$ cat config.mk
export PLATFORM = sky130hd
export DESIGN_NAME = if_fetch_unit
export DESIGN_NICKNAME = d
export VERILOG_FILES = /design/src/rtl/if_fetch_unit.sv
export SDC_FILE = /design/constraint.sdc
export NUM_CORES = 1
export LEC_CHECK = 0
export CORE_MARGIN = 3
export CORE_UTILIZATION = 45
export CTS_BUF_LIST = sky130_fd_sc_hd__clkbuf_4 sky130_fd_sc_hd__clkbuf_8 sky130_fd_sc_hd__clkbuf_16
export CTS_CLUSTER_SIZE = 20
export DETAILED_ROUTE_END_ITERATION = 16
export PLACE_DENSITY_LB_ADDON = 0.1
export RECOVER_POWER = 50
export REMOVE_ABC_BUFFERS = 1
export SLEW_MARGIN = 0
export SYNTH_ARGS = -nofsm -noshare
export SYNTH_HDL_FRONTEND = slang
export SYNTH_SLANG_ARGS = --single-unit
export TNS_END_PERCENT = 5
$ cat constraint.sdc
create_clock -name clock -period 8.6 [get_ports clock]
set_input_delay 1.72 -clock clock [delete_from_list [all_inputs] [get_ports clock]]
set_output_delay 1.72 -clock clock [all_outputs]
set_load 0.1 [all_outputs]
$ cat src/rtl/if_fetch_unit.sv
// Instruction fetch stage: owns the fetch PC, issues one request at a time to
// instruction memory, and queues returned words in a 2-entry FIFO for ID.
module if_fetch_unit #(
  parameter logic [31:0] RESET_PC = 32'h0000_0000
) (
  input  logic        clock,
  input  logic        reset,
  input  logic        stall,
  input  logic        redirect,
  input  logic [31:0] redirect_pc,
  output logic        im_req,
  output logic [31:0] im_addr,
  input  logic        im_ack,
  input  logic [31:0] im_rdata,
  output logic        fetch_valid,
  output logic [31:0] pc_add_out,
  output logic [31:0] im_out
);

  typedef enum logic [1:0] {
    ST_RUN     = 2'd0,
    ST_WAIT    = 2'd1,
    ST_DISCARD = 2'd2
  } state_t;

  state_t      state_r;
  state_t      state_next_s;
  logic [31:0] fetch_pc_r;
  logic [31:0] req_pc_r;
  logic [1:0]  count_r;
  logic        rd_ptr_r;
  logic        wr_ptr_r;
  logic [31:0] pc_q_r [2];
  logic [31:0] ins_q_r [2];

  logic        pop_s;
  logic        push_s;
  logic        issue_s;
  logic [2:0]  occ_s;

  // Handshake qualifiers and FSM next state; an issue must leave room for its reply.
  always_comb begin
    pop_s        = fetch_valid & ~stall;
    push_s       = (state_r == ST_WAIT) & im_ack & ~redirect;
    occ_s        = {1'b0, count_r} + {2'b00, push_s} - {2'b00, pop_s};
    issue_s      = ~reset & ~redirect & (occ_s < 3'd2) &
                   ((state_r == ST_RUN) | ((state_r == ST_WAIT) & im_ack));
    state_next_s = state_r;
    case (state_r)
      ST_RUN: begin
        if (redirect) begin
          state_next_s = ST_RUN;
        end else if (issue_s) begin
          state_next_s = ST_WAIT;
        end else begin
          state_next_s = ST_RUN;
        end
      end
      ST_WAIT: begin
        if (redirect) begin
          state_next_s = im_ack ? ST_RUN : ST_DISCARD;
        end else if (im_ack) begin
          state_next_s = issue_s ? ST_WAIT : ST_RUN;
        end else begin
          state_next_s = ST_WAIT;
        end
      end
      ST_DISCARD: begin
        if (im_ack) begin
          state_next_s = ST_RUN;
        end else begin
          state_next_s = ST_DISCARD;
        end
      end
      default: state_next_s = ST_RUN;
    endcase
  end

  // Head of the queue is presented directly; an empty queue shows a nop bubble.
  always_comb begin
    fetch_valid = (count_r != 2'd0);
    im_req      = issue_s;
    im_addr     = fetch_pc_r;
    if (fetch_valid) begin
      pc_add_out = pc_q_r[rd_ptr_r];
      im_out     = ins_q_r[rd_ptr_r];
    end else begin
      pc_add_out = 32'h0000_0000;
      im_out     = 32'h0000_0000;
    end
  end

  // Fetch PC, outstanding address, FIFO and FSM state; redirect flushes everything.
  always_ff @(posedge clock or posedge reset) begin
    if (reset) begin
      state_r    <= ST_RUN;
      fetch_pc_r <= RESET_PC;
      req_pc_r   <= 32'h0000_0000;
      count_r    <= 2'd0;
      rd_ptr_r   <= 1'b0;
      wr_ptr_r   <= 1'b0;
      pc_q_r[0]  <= 32'h0000_0000;
      pc_q_r[1]  <= 32'h0000_0000;
      ins_q_r[0] <= 32'h0000_0000;
      ins_q_r[1] <= 32'h0000_0000;
    end else begin
      state_r <= state_next_s;
      if (redirect) begin
        count_r    <= 2'd0;
        rd_ptr_r   <= 1'b0;
        wr_ptr_r   <= 1'b0;
        fetch_pc_r <= redirect_pc & 32'hFFFF_FFFC;
      end else begin
        if (push_s) begin
          pc_q_r[wr_ptr_r]  <= req_pc_r + 32'd4;
          ins_q_r[wr_ptr_r] <= im_rdata;
          wr_ptr_r          <= ~wr_ptr_r;
        end
        if (pop_s) begin
          rd_ptr_r <= ~rd_ptr_r;
        end
        count_r <= occ_s[1:0];
        if (issue_s) begin
          req_pc_r   <= fetch_pc_r;
          fetch_pc_r <= fetch_pc_r + 32'd4;
        end
      end
    end
  end

endmodule

# ---- After elaboration in Yosys (flattened, before gate mapping)
# Index checks and enable logic that the tools add are counted.
dict set report word_totals {
  register_bits 198
  inputBits 69
  out_inout_bits 98
  wordCells 67
}
dict set report op_classes {
  n_addsub 4
  order_cmp 4
  eq_ne 2
  mux 25
  bitwise_logic 14
  n_reduce_logical 8
}
# cell count
set op_table {}
lappend op_table {{$mux 32} 11}
lappend op_table {{$bwmux 64} 2}
lappend op_table {{$add 32x3->32 const B} 2}
lappend op_table {{$demux 32 s1} 1}
lappend op_table {{$mux 2} 4}
lappend op_table {{$reduce_bool 2->1} 4}
lappend op_table {{$and 1x1->1} 6}
lappend op_table {{$mux 1} 6}
lappend op_table {{$pmux 2 s3} 1}
lappend op_table {{$not 1->1} 5}
lappend op_table {{$ge 2x2->1 const B} 2}
lappend op_table {{$not 1->2} 2}
lappend op_table {{$reduce_and 2->1} 2}
lappend op_table {{$add 2x1->3} 1}
lappend op_table {{$lt 3x2->1 const B} 1}
lappend op_table {{$sub 3x1->3} 1}
lappend op_table {{$eq 2x1->1 const B} 1}
lappend op_table {{$eq 2x2->1 const B} 1}
lappend op_table {{$logic_not 2->1} 1}
lappend op_table {{$lt 2x1->1 const B} 1}
lappend op_table {{$logic_and 1x1->1} 1}
lappend op_table {{$or 1x1->1} 1}

# ---- Longest topological paths before layout
# Gate-level depths: netlist of run 1.
dict set report depth {
  ltp_word 12
  mapped_depth 17
  ltp_nobuf 14
}

# ---- Worst setup path after synthesis of run 1
# No wires, ideal clock.
dict set report synth_timing {
  kind {input to output}
  from {input im_ack}
  to {output im_req}
  arrival_ns 4.627
  required_ns 6.880
  slack_ns 2.253
  stages 15
  path_buffers 4
  path_cell_list {nand3b_1 > nor2_1 > inv_1 > ha_1 > inv_1 > ha_1 > inv_1 > fa_1 > or3b_1 > or4_1 > buf_2 > inv_2 > buf_6 > buf_6 > buf_2}
}
dict set report synth_between {
  elab_chain_len 7
  word_cells_on_any_way 8
  classes_between {add/sub (2); order compare (1); bitwise (5)}
}
# element line_no
set synth_rtl {}
lappend synth_rtl {{start, declared} 13} ;# input logic im_ack,
lappend synth_rtl {{$and 1x1->1 *} {44, 47}}
lappend synth_rtl {{$and 1x1->1} 44} ;# push_s = (state_r == ST_WAIT) & im_ack & ~redirect;
lappend synth_rtl {{$add 2x1->3} 45} ;# occ_s = {1'b0, count_r} + {2'b00, push_s} - {2'b00, pop_s};
lappend synth_rtl {{$sub 3x1->3} 45}
lappend synth_rtl {{$lt 3x2->1} 46} ;# issue_s = ~reset & ~redirect & (occ_s < 3'd2) &
lappend synth_rtl {{$and 1x1->1} 46}
lappend synth_rtl {{$and 1x1->1 *} 46}
lappend synth_rtl {{end, declared} 11} ;# output logic im_req,
# Mark *: on every way between the ends. The rest lies on a longest branch, timed or not.

# ---- Final worst setup path of run 1
# Ends and elaborated chain as after synthesis.

==> impl_metrics.prom, run 1 <==
# TYPE chip_impl_metric gauge
chip_impl_info{name="critical_path_top_delay_cell",value="sky130_fd_sc_hd__dlygate4sd3_1"} 1
chip_impl_metric{name="synth_compound_gate_area_share",unit="%"} 7.54
chip_impl_metric{name="hpwl",unit="microns"} 13500
chip_impl_info{name="critical_path.startpoint",value="im_ack"} 1
chip_impl_metric{name="synthToLayoutAreaGrowth",unit="%"} 24.8
chip_impl_metric{name="clk_latency",unit="ns"} 0.42
chip_impl_info{name="critical_path.top_delay_family",value="buffers and inverters"} 1
chip_impl_metric{name="cell_variety_after_synth",unit=""} 44
chip_impl_metric{name="detailed_place.area",unit="sq um"} 10900
chip_impl_metric{name="synthMuxAreaShare",unit="%"} 11.1
chip_impl_metric{name="netlist.area_leader.share",unit="%"} 51.8
chip_impl_info{name="tritoncts",value="done"} 1
chip_impl_metric{name="yosys_register_bits",unit=""} 190
chip_impl_metric{name="initial_antenna_violation_count",unit=""} 0
chip_impl_metric{name="critical_path_buf_inv_count",unit=""} 7
chip_impl_metric{name="drt_drc_violations_left",unit=""} 0
chip_impl_metric{name="max_cap_violations",unit=""} 4
chip_impl_metric{name="clkSinkCount",unit=""} 190
chip_impl_metric{name="async_s_r_ff_share_synth",unit="%"} 100
chip_impl_metric{name="post_synth.cell_area_avg",unit="sq um"} 9.24
chip_impl_metric{name="final_routed_wirelength",unit="microns"} 20800
chip_impl_metric{name="via_count_of_the_first_global_routing_pass",unit=""} 6894
chip_impl_metric{name="htreeDepth",unit=""} 4
chip_impl_metric{name="powerDensity",unit="nW/um^2"} 342
chip_impl_metric{name="cts_hold_buffers",unit=""} 0
chip_impl_metric{name="initial_utilization",unit="%"} 46.4
chip_impl_info{name="timing.critical_path.cells",value="dlygate4sd3_1, nand3b_1, nor2_1, inv_1, ha_1, inv_1, ha_1, inv_1, fa_1, or3b_1, or4_1, buf_4, inv_2, buf_12"} 1
chip_impl_metric{name="timing_max_transition_violations_final",unit=""} 337
chip_impl_metric{name="worstSetupPathDepth",unit=""} 14
chip_impl_metric{name="gr-usage-all-layers",unit="%"} 19.3
chip_impl_metric{name="ff2ff_path_depth",unit=""} 16
chip_impl_metric{name="totalPowerFinal",unit="mW"} 3.92
chip_impl_info{name="synthMostInstantiatedCell",value="sky130_fd_sc_hd__nand2_1"} 1
chip_impl_metric{name="vias",unit=""} 7093
chip_impl_metric{name="final-hold-violation-count",unit=""} 0
chip_impl_info{name="setup_cp_type",value="input pin to output pin"} 1
chip_impl_metric{name="synth-simple-area-share",unit="%"} 22.0
chip_impl_metric{name="wire_per_inst",unit="microns"} 14.9
chip_impl_metric{name="grt_pass1_wl",unit="microns"} 34600
chip_impl_metric{name="post_cts_resize_count",unit=""} 0
chip_impl_metric{name="fin_setup_tns",unit="ns"} 0
chip_impl_metric{name="cpPeakStageDelay",unit="ns"} 0.57
chip_impl_metric{name="globalRouteOverflowTotal",unit=""} 0
chip_impl_metric{name="timing.final.crit_period",unit="ns"} 6.86
chip_impl_metric{name="measured_slew_at_the_worst_slew_check_pin",unit="ns"} 4.86
chip_impl_metric{name="number_of_enable_flip_flop_cells_after_synthesis",unit=""} 0
chip_impl_metric{name="utilization",unit="%"} 57.9
chip_impl_metric{name="post_route_cells_drive_above_1_share",unit="%"} 6.99
chip_impl_metric{name="final_cell_area",unit="sq um"} 11500
chip_impl_metric{name="stdcell_count",unit=""} 1395
chip_impl_info{name="ctsRootBufferMaster",value="sky130_fd_sc_hd__clkbuf_16"} 1
chip_impl_metric{name="critical_path_fanouts_max",unit=""} 50
chip_impl_info{name="ys_dominant_reg_cell",value="sky130_fd_sc_hd__dfrtp_1"} 1
chip_impl_metric{name="floorplan.die.width",unit="microns"} 149
chip_impl_metric{name="ff2ff_setup_slack",unit="ns"} 3.37
chip_impl_metric{name="warnings_from_yosys",unit=""} 0
chip_impl_metric{name="layout_worst_path_cycle_share",unit="%"} 79.8
chip_impl_metric{name="numCtsBuffers",unit=""} 17
chip_impl_metric{name="syn-cell-area",unit="sq um"} 9180
chip_impl_metric{name="clkTransAtPathRegs",unit="ns"} 0.06
chip_impl_metric{name="max_slew_margin_vs_limit",unit="%"} -226
chip_impl_metric{name="first_pass_iteration_count_of_the_detailed_router",unit=""} 5
chip_impl_info{name="setup_repair_after_global_routing_missed_its_margin",value="no"} 1
chip_impl_info{name="reg2reg_launch_point",value="count_r[1]"} 1
chip_impl_metric{name="worst_ir_drop_vdd",unit="mV"} 0.267
chip_impl_info{name="violated_checks",value="max-capacitance violations, max-slew violations"} 1
chip_impl_metric{name="grt_start_max_net_pins",unit=""} 114
chip_impl_metric{name="nets",unit=""} 1194
chip_impl_info{name="r2r_end",value="im_addr[8]"} 1
chip_impl_metric{name="ioPinCount",unit=""} 167
chip_impl_info{name="worst_setup_path_endpoint",value="im_req"} 1
chip_impl_metric{name="cts-root-to-sink-buffers",unit=""} 2
chip_impl_info{name="worst_setup_path_end_kind",value="output pin"} 1
chip_impl_metric{name="finalSetupViolCount",unit=""} 0
chip_impl_metric{name="standard_cell_core_area",unit="sq um"} 19800
chip_impl_info{name="cell_taking_the_most_area_after_synthesis",value="sky130_fd_sc_hd__dfrtp_1"} 1
chip_impl_metric{name="die_height",unit="microns"} 149
chip_impl_metric{name="synth_xor_area_share",unit="%"} 3.24
chip_impl_metric{name="timing.clock.skew",unit="ns"} 0.00894
chip_impl_metric{name="port_buffers",unit=""} 160
chip_impl_metric{name="avgViaCountPerCell",unit=""} 5.08
chip_impl_metric{name="place.gp.congestion",unit=""} 0.794
chip_impl_metric{name="synth-seq-area-share",unit="%"} 51.8
chip_impl_metric{name="max_freq",unit="MHz"} 146
chip_impl_metric{name="post-place-cells",unit=""} 1366
chip_impl_metric{name="power_leakage",unit="nW"} 4.92
chip_impl_info{name="largest_family_of_logic_cells_by_synthesized_area",value="simple AND/OR/NAND/NOR gates"} 1
chip_impl_metric{name="rows",unit=""} 51
chip_impl_info{name="worstHoldPathType",value="flop to flop"} 1
chip_impl_info{name="startpoint_class_of_the_critical_path",value="input pin"} 1
chip_impl_info{name="cp_common_cell",value="sky130_fd_sc_hd__inv_1"} 1
chip_impl_metric{name="die_area",unit="sq um"} 22200
chip_impl_metric{name="post_cts.repair.setup_buffers",unit=""} 0
chip_impl_metric{name="drt-initial-drc-count",unit=""} 378
chip_impl_info{name="synth_commonest_cells",value="276 x sky130_fd_sc_hd__nand2_1, 190 x sky130_fd_sc_hd__dfrtp_1, 90 x sky130_fd_sc_hd__nor2_1, 85 x sky130_fd_sc_hd__o21ai_0, 62 x sky130_fd_sc_hd__mux2i_1"} 1
chip_impl_metric{name="antenna_left",unit=""} 0
chip_impl_metric{name="worstPathArrival",unit="ns"} 5.14
chip_impl_info{name="yosys-top-cells-area",value="sky130_fd_sc_hd__dfrtp_1 52%, sky130_fd_sc_hd__nand2_1 11%, sky130_fd_sc_hd__mux2i_1 6.8%"} 1
chip_impl_metric{name="antenna-diode-count",unit=""} 0
chip_impl_metric{name="syn_inst",unit=""} 993
chip_impl_metric{name="critical_path_required",unit="ns"} 6.88
chip_impl_info{name="status",value="finished, violations left"} 1
chip_impl_metric{name="arithmetic_cell_share_of_the_synthesized_area_counting_full_adders_half_adders_and_majority_gates",unit="%"} 0.763
## area by class of cell
class                           count  area, sq um
Timing Repair Buffer              167         1660
Sequential cell                   190         4760
Tap cell                          265          332
Multi-Input combinational cell    731         4130
Fill cell                        1833         8320
Clock buffer                       18          439
Clock inverter                     11         96.3
Inverter                           13         50.0
## worst min-delay path by stage
stage | cells past startpoint | endpoint | startpoint
after global placement | 2 | ins_q_r[46] | ins_q_r[46]
after CTS | 2 | ins_q_r[53] | ins_q_r[53]
after detailed placement | 2 | ins_q_r[59] | ins_q_r[59]
final | 2 | pc_q_r[48] | pc_q_r[48]
after floorplan | 1 | state_r[0] | state_r[1]
after global routing | 2 | ins_q_r[32] | ins_q_r[32]
## metrics by stage
step | hold WS [ns] | worst slack (ns)
floorplan | 0.444 | 0.975
global placement | 0.457 | 1.71
detailed placement | 0.462 | 1.69
CTS | 0.479 | 1.66
global route | 0.498 | 0.858
finish | 0.477 | 1.74
## state kept, by name, summed over array words and instances, names as in the netlist
| register | cells |
|---|---|
| req_pc_r | 30 |
| pc_q_r | 60 |
| im_addr | 30 |
| ins_q_r | 64 |
| count_r | 2 |
| state_r | 2 |
| wr_ptr_r | 1 |
| rd_ptr_r | 1 |
## cells in the final DEF, fill, tap and decap left out, drive strengths merged, types with 8 or more instances in the layout
cell type      netlist  final
inv                 13     13
xnor2               22     22
nor2b               10     10
o21ai               86     86
nand3               29     29
xor2                12     12
clkbuf              48     20
mux2                35     35
dfrtp              190    190
nor3                13     13
o211ai               8      8
nor2                90     90
clkdlybuf4s50        0    156
o311ai               8      8
mux2i               62     62
nand4               19     19
nand2              276    276
## metal layers
layer  vias to the layer above  GRT usage (%)  routed length [microns]
li1                       3601              -                        -
met1                      3286           27.7                    10200
met2                       194           30.2                     9350
met3                        12           4.31                     1070
met4                         0           4.67                      145
met5                         -              0                        0
## power by group
group / switching, mW / internal (mW) / leakage [nW]
registers: 0.297 / 1.23 / 2.46
logic: 1.14 / 0.523 / 2.19
clock network: 0.328 / 0.401 / 0.263
total: 1.77 / 2.16 / 4.92
## worst min-delay path, delay by kind of cell, from the launching register on
kind | cells | cell delay (ns)
DFF | 1 | 0.34
AOI/OAI and AO/OA | 1 | 0.06
and+or+nand+nor | 1 | 0.05
## kinds of logic after synthesis
| group | count (synthesis) |
|---|---|
| flops | 190 |
| other cells | 1 |
| mux | 97 |
| buf+inv | 75 |
| compound gates | 121 |
| xor+xnor | 34 |
| simple gates | 470 |
| fa+ha+maj | 5 |
Note: power is estimated with default switching activity, not from simulation.
==> inputs of run 2 (changes only) <==
clock period = 6.6 ns   (was 8.6 ns; I/O delays follow)
==> run 2 against run 1 <==
- the run still ends with max-capacitance violations, max-slew violations left
- critical path type unchanged
- first-iteration DRC count did not move
- register-to-register slack got worse by 1.0 ns
- largest power group unchanged
- critical endpoint unchanged
- sequential cell count did not move
==> impl_metrics.prom, run 2 (synthesis results as in run 1) <==
# TYPE chip_impl_metric gauge
chip_impl_info{name="ctsRootBufferMaster",value="sky130_fd_sc_hd__clkbuf_16"} 1
chip_impl_metric{name="avgViaCountPerCell",unit=""} 5.09
chip_impl_metric{name="totalPowerFinal",unit="mW"} 5.23
chip_impl_metric{name="ioPinCount",unit=""} 167
chip_impl_metric{name="final-hold-violation-count",unit=""} 0
chip_impl_info{name="mostFrequentLayoutCell",value="sky130_fd_sc_hd__nand2_1"} 1
chip_impl_metric{name="die_area",unit="sq um"} 22200
chip_impl_metric{name="htreeDepth",unit=""} 4
chip_impl_metric{name="gr-usage-all-layers",unit="%"} 19.9
chip_impl_info{name="violated_checks",value="max-capacitance violations, max-slew violations"} 1
chip_impl_metric{name="timing.clock.skew",unit="ns"} 0.0127
chip_impl_metric{name="cts-root-to-sink-buffers",unit=""} 2
chip_impl_info{name="regMostFlops",value="ins_q_r"} 1
chip_impl_metric{name="post_cts.repair.setup_buffers",unit=""} 0
chip_impl_metric{name="worstPathArrival",unit="ns"} 4.45
chip_impl_metric{name="measured_slew_at_the_worst_slew_check_pin",unit="ns"} 3.02
chip_impl_info{name="worst_setup_path_end_kind",value="output pin"} 1
chip_impl_metric{name="standard_cell_core_area",unit="sq um"} 19800
chip_impl_info{name="critical_path_top_delay_cell",value="sky130_fd_sc_hd__dlygate4sd3_1"} 1
chip_impl_info{name="worstHoldPathType",value="flop to flop"} 1
chip_impl_metric{name="vias",unit=""} 7133
chip_impl_metric{name="numCtsBuffers",unit=""} 17
chip_impl_metric{name="cpPeakStageDelay",unit="ns"} 0.58
chip_impl_metric{name="worst_ir_drop_vdd",unit="mV"} 0.252
chip_impl_metric{name="critical_path_required",unit="ns"} 5.28
chip_impl_metric{name="max_slew_margin_vs_limit",unit="%"} -101
chip_impl_metric{name="port_buffers",unit=""} 160
chip_impl_metric{name="final.fill_count",unit=""} 1858
chip_impl_info{name="timing.critical_path.cells",value="dlygate4sd3_1, nand3b_1, nor2_1, inv_1, ha_1, inv_1, ha_1, inv_1, fa_1, or3b_1, or4_1, inv_2, buf_12"} 1
chip_impl_metric{name="layout_worst_path_cycle_share",unit="%"} 87.5
chip_impl_metric{name="max_freq",unit="MHz"} 173
chip_impl_metric{name="synthToLayoutAreaGrowth",unit="%"} 25.9
chip_impl_metric{name="ff2ff_setup_slack",unit="ns"} 2.36
chip_impl_info{name="critical_path.top_delay_family",value="simple AND/OR/NAND/NOR gates"} 1
chip_impl_metric{name="power_leakage",unit="nW"} 4.97
chip_impl_metric{name="die_height",unit="microns"} 149
chip_impl_info{name="cp_common_cell",value="sky130_fd_sc_hd__inv_1"} 1
chip_impl_info{name="layout.cells.most_common_list",value="276 x sky130_fd_sc_hd__nand2_1, 189 x sky130_fd_sc_hd__dfrtp_1, 156 x sky130_fd_sc_hd__clkdlybuf4s50_1"} 1
chip_impl_metric{name="clkSinkCount",unit=""} 190
chip_impl_metric{name="nets",unit=""} 1198
chip_impl_info{name="leading_registers_by_flop_count",value="ins_q_r (64), pc_q_r (60)"} 1
chip_impl_metric{name="final.hold.worst_slack",unit="ns"} 0.475
chip_impl_metric{name="largest_register_ffs",unit=""} 64
chip_impl_metric{name="timing.final.crit_period",unit="ns"} 5.77
chip_impl_metric{name="floorplan.die.width",unit="microns"} 149
chip_impl_metric{name="cts_hold_buffers",unit=""} 0
chip_impl_metric{name="wire_per_inst",unit="microns"} 15.2
chip_impl_metric{name="grt_start_max_net_pins",unit=""} 143
chip_impl_metric{name="initial_antenna_violation_count",unit=""} 0
chip_impl_info{name="startpoint_class_of_the_critical_path",value="input pin"} 1
chip_impl_info{name="setup_cp_type",value="input pin to output pin"} 1
chip_impl_metric{name="rows",unit=""} 51
chip_impl_metric{name="timing_max_transition_violations_final",unit=""} 254
chip_impl_metric{name="clk_latency",unit="ns"} 0.43
chip_impl_metric{name="drt-initial-drc-count",unit=""} 378
chip_impl_metric{name="via_count_of_the_first_global_routing_pass",unit=""} 6982
chip_impl_metric{name="initial_utilization",unit="%"} 46.4
chip_impl_metric{name="final_routed_wirelength",unit="microns"} 21400
chip_impl_metric{name="drt_drc_violations_left",unit=""} 0
chip_impl_metric{name="clkTransAtPathRegs",unit="ns"} 0.07
chip_impl_metric{name="finalSetupViolCount",unit=""} 0
chip_impl_metric{name="grt_pass1_wl",unit="microns"} 35800
chip_impl_metric{name="critical_path_fanouts_max",unit=""} 3
chip_impl_metric{name="powerDensity",unit="nW/um^2"} 452
chip_impl_metric{name="place.gp.congestion",unit=""} 0.813
chip_impl_metric{name="first_pass_iteration_count_of_the_detailed_router",unit=""} 5
chip_impl_metric{name="post_cts_resize_count",unit=""} 0
chip_impl_info{name="status",value="finished, violations left"} 1
chip_impl_metric{name="max_cap_violations",unit=""} 3
chip_impl_metric{name="globalRouteOverflowTotal",unit=""} 0
chip_impl_metric{name="critical_path_buf_inv_count",unit=""} 6
chip_impl_metric{name="hpwl",unit="microns"} 13700
chip_impl_metric{name="antenna_left",unit=""} 0
chip_impl_metric{name="post_route_cells_drive_above_1_share",unit="%"} 7.39
chip_impl_metric{name="antenna-diode-count",unit=""} 0
chip_impl_info{name="tritoncts",value="done"} 1
chip_impl_info{name="setup_repair_after_global_routing_missed_its_margin",value="no"} 1
run 2: cell type report:
type	count	area, sq um	share of cell area, %
flip-flops and latches	190	4760	41.2
clock buffers	19	447	3.87
inverters	13	52.6	0.455
repair buffers	171	1680	14.5
well taps	265	332	2.87
clock inverters	13	161	1.40
multi-input cells	731	4130	35.7
run 2: power by group:
part	internal [mW]	switching, mW	total (mW)	leakage, nW
sequential	1.60	0.395	2.00	2.46
combinational	0.684	1.48	2.17	2.20
clock	0.613	0.448	1.06	0.301
total	2.90	2.33	5.23	4.97
run 2: metrics by stage:
stage | instances | worst slack [ns] | utilization (%) | TNS, ns | instance area, sq um
2_1_floorplan | 934 | -0.625 | - | -3.66 | 8910
4_1_cts | 1402 | 0.730 | 58.5 | 0 | 11600
3_5_place_dp | 1370 | 0.749 | 55.5 | 0 | 11000
5_1_grt | 1402 | 0.630 | 58.4 | 0 | 11600
3_3_place_gp | 1370 | 0.750 | 55.5 | 0 | 11000
6_report | 1402 | 0.827 | 58.4 | 0 | 11600
run 2: worst paths after layout:
kind / startpoint / to / cells after the start
hold / removal: ins_q_r[35] / ins_q_r[35] / 2
hold reg to reg: ins_q_r[35] / ins_q_r[35] / 2
max in group asynchronous: reset / req_pc_r[21] / 3
min in group asynchronous: reset / state_r[1] / 2
setup reg to reg: state_r[1] / im_addr[8] / 16
setup / recovery: im_ack / im_req / 13
run 2: routing by layer:
metal | GRT usage [%] | wire [microns] | part of all wire [%]
met2 | 30.3 | 9660 | 45
met4 | 4.90 | 229 | 1.1
met3 | 4.01 | 1060 | 5.0
met5 | 0 | 0 | 0
met1 | 29.4 | 10400 | 49
run 2: worst min-delay path, delay by kind of cell (launching register included):
kind / cells / cell delay [ns]
flip-flops: 1 / 0.34
AND/OR/NAND/NOR: 2 / 0.11
==> inputs of run 3 (changes only) <==
SETUP_SLACK_MARGIN = 0.5   (was default)
==> results of run 3 <==
Same layout as run 2: the final DEF is identical, and so are final timing and power.
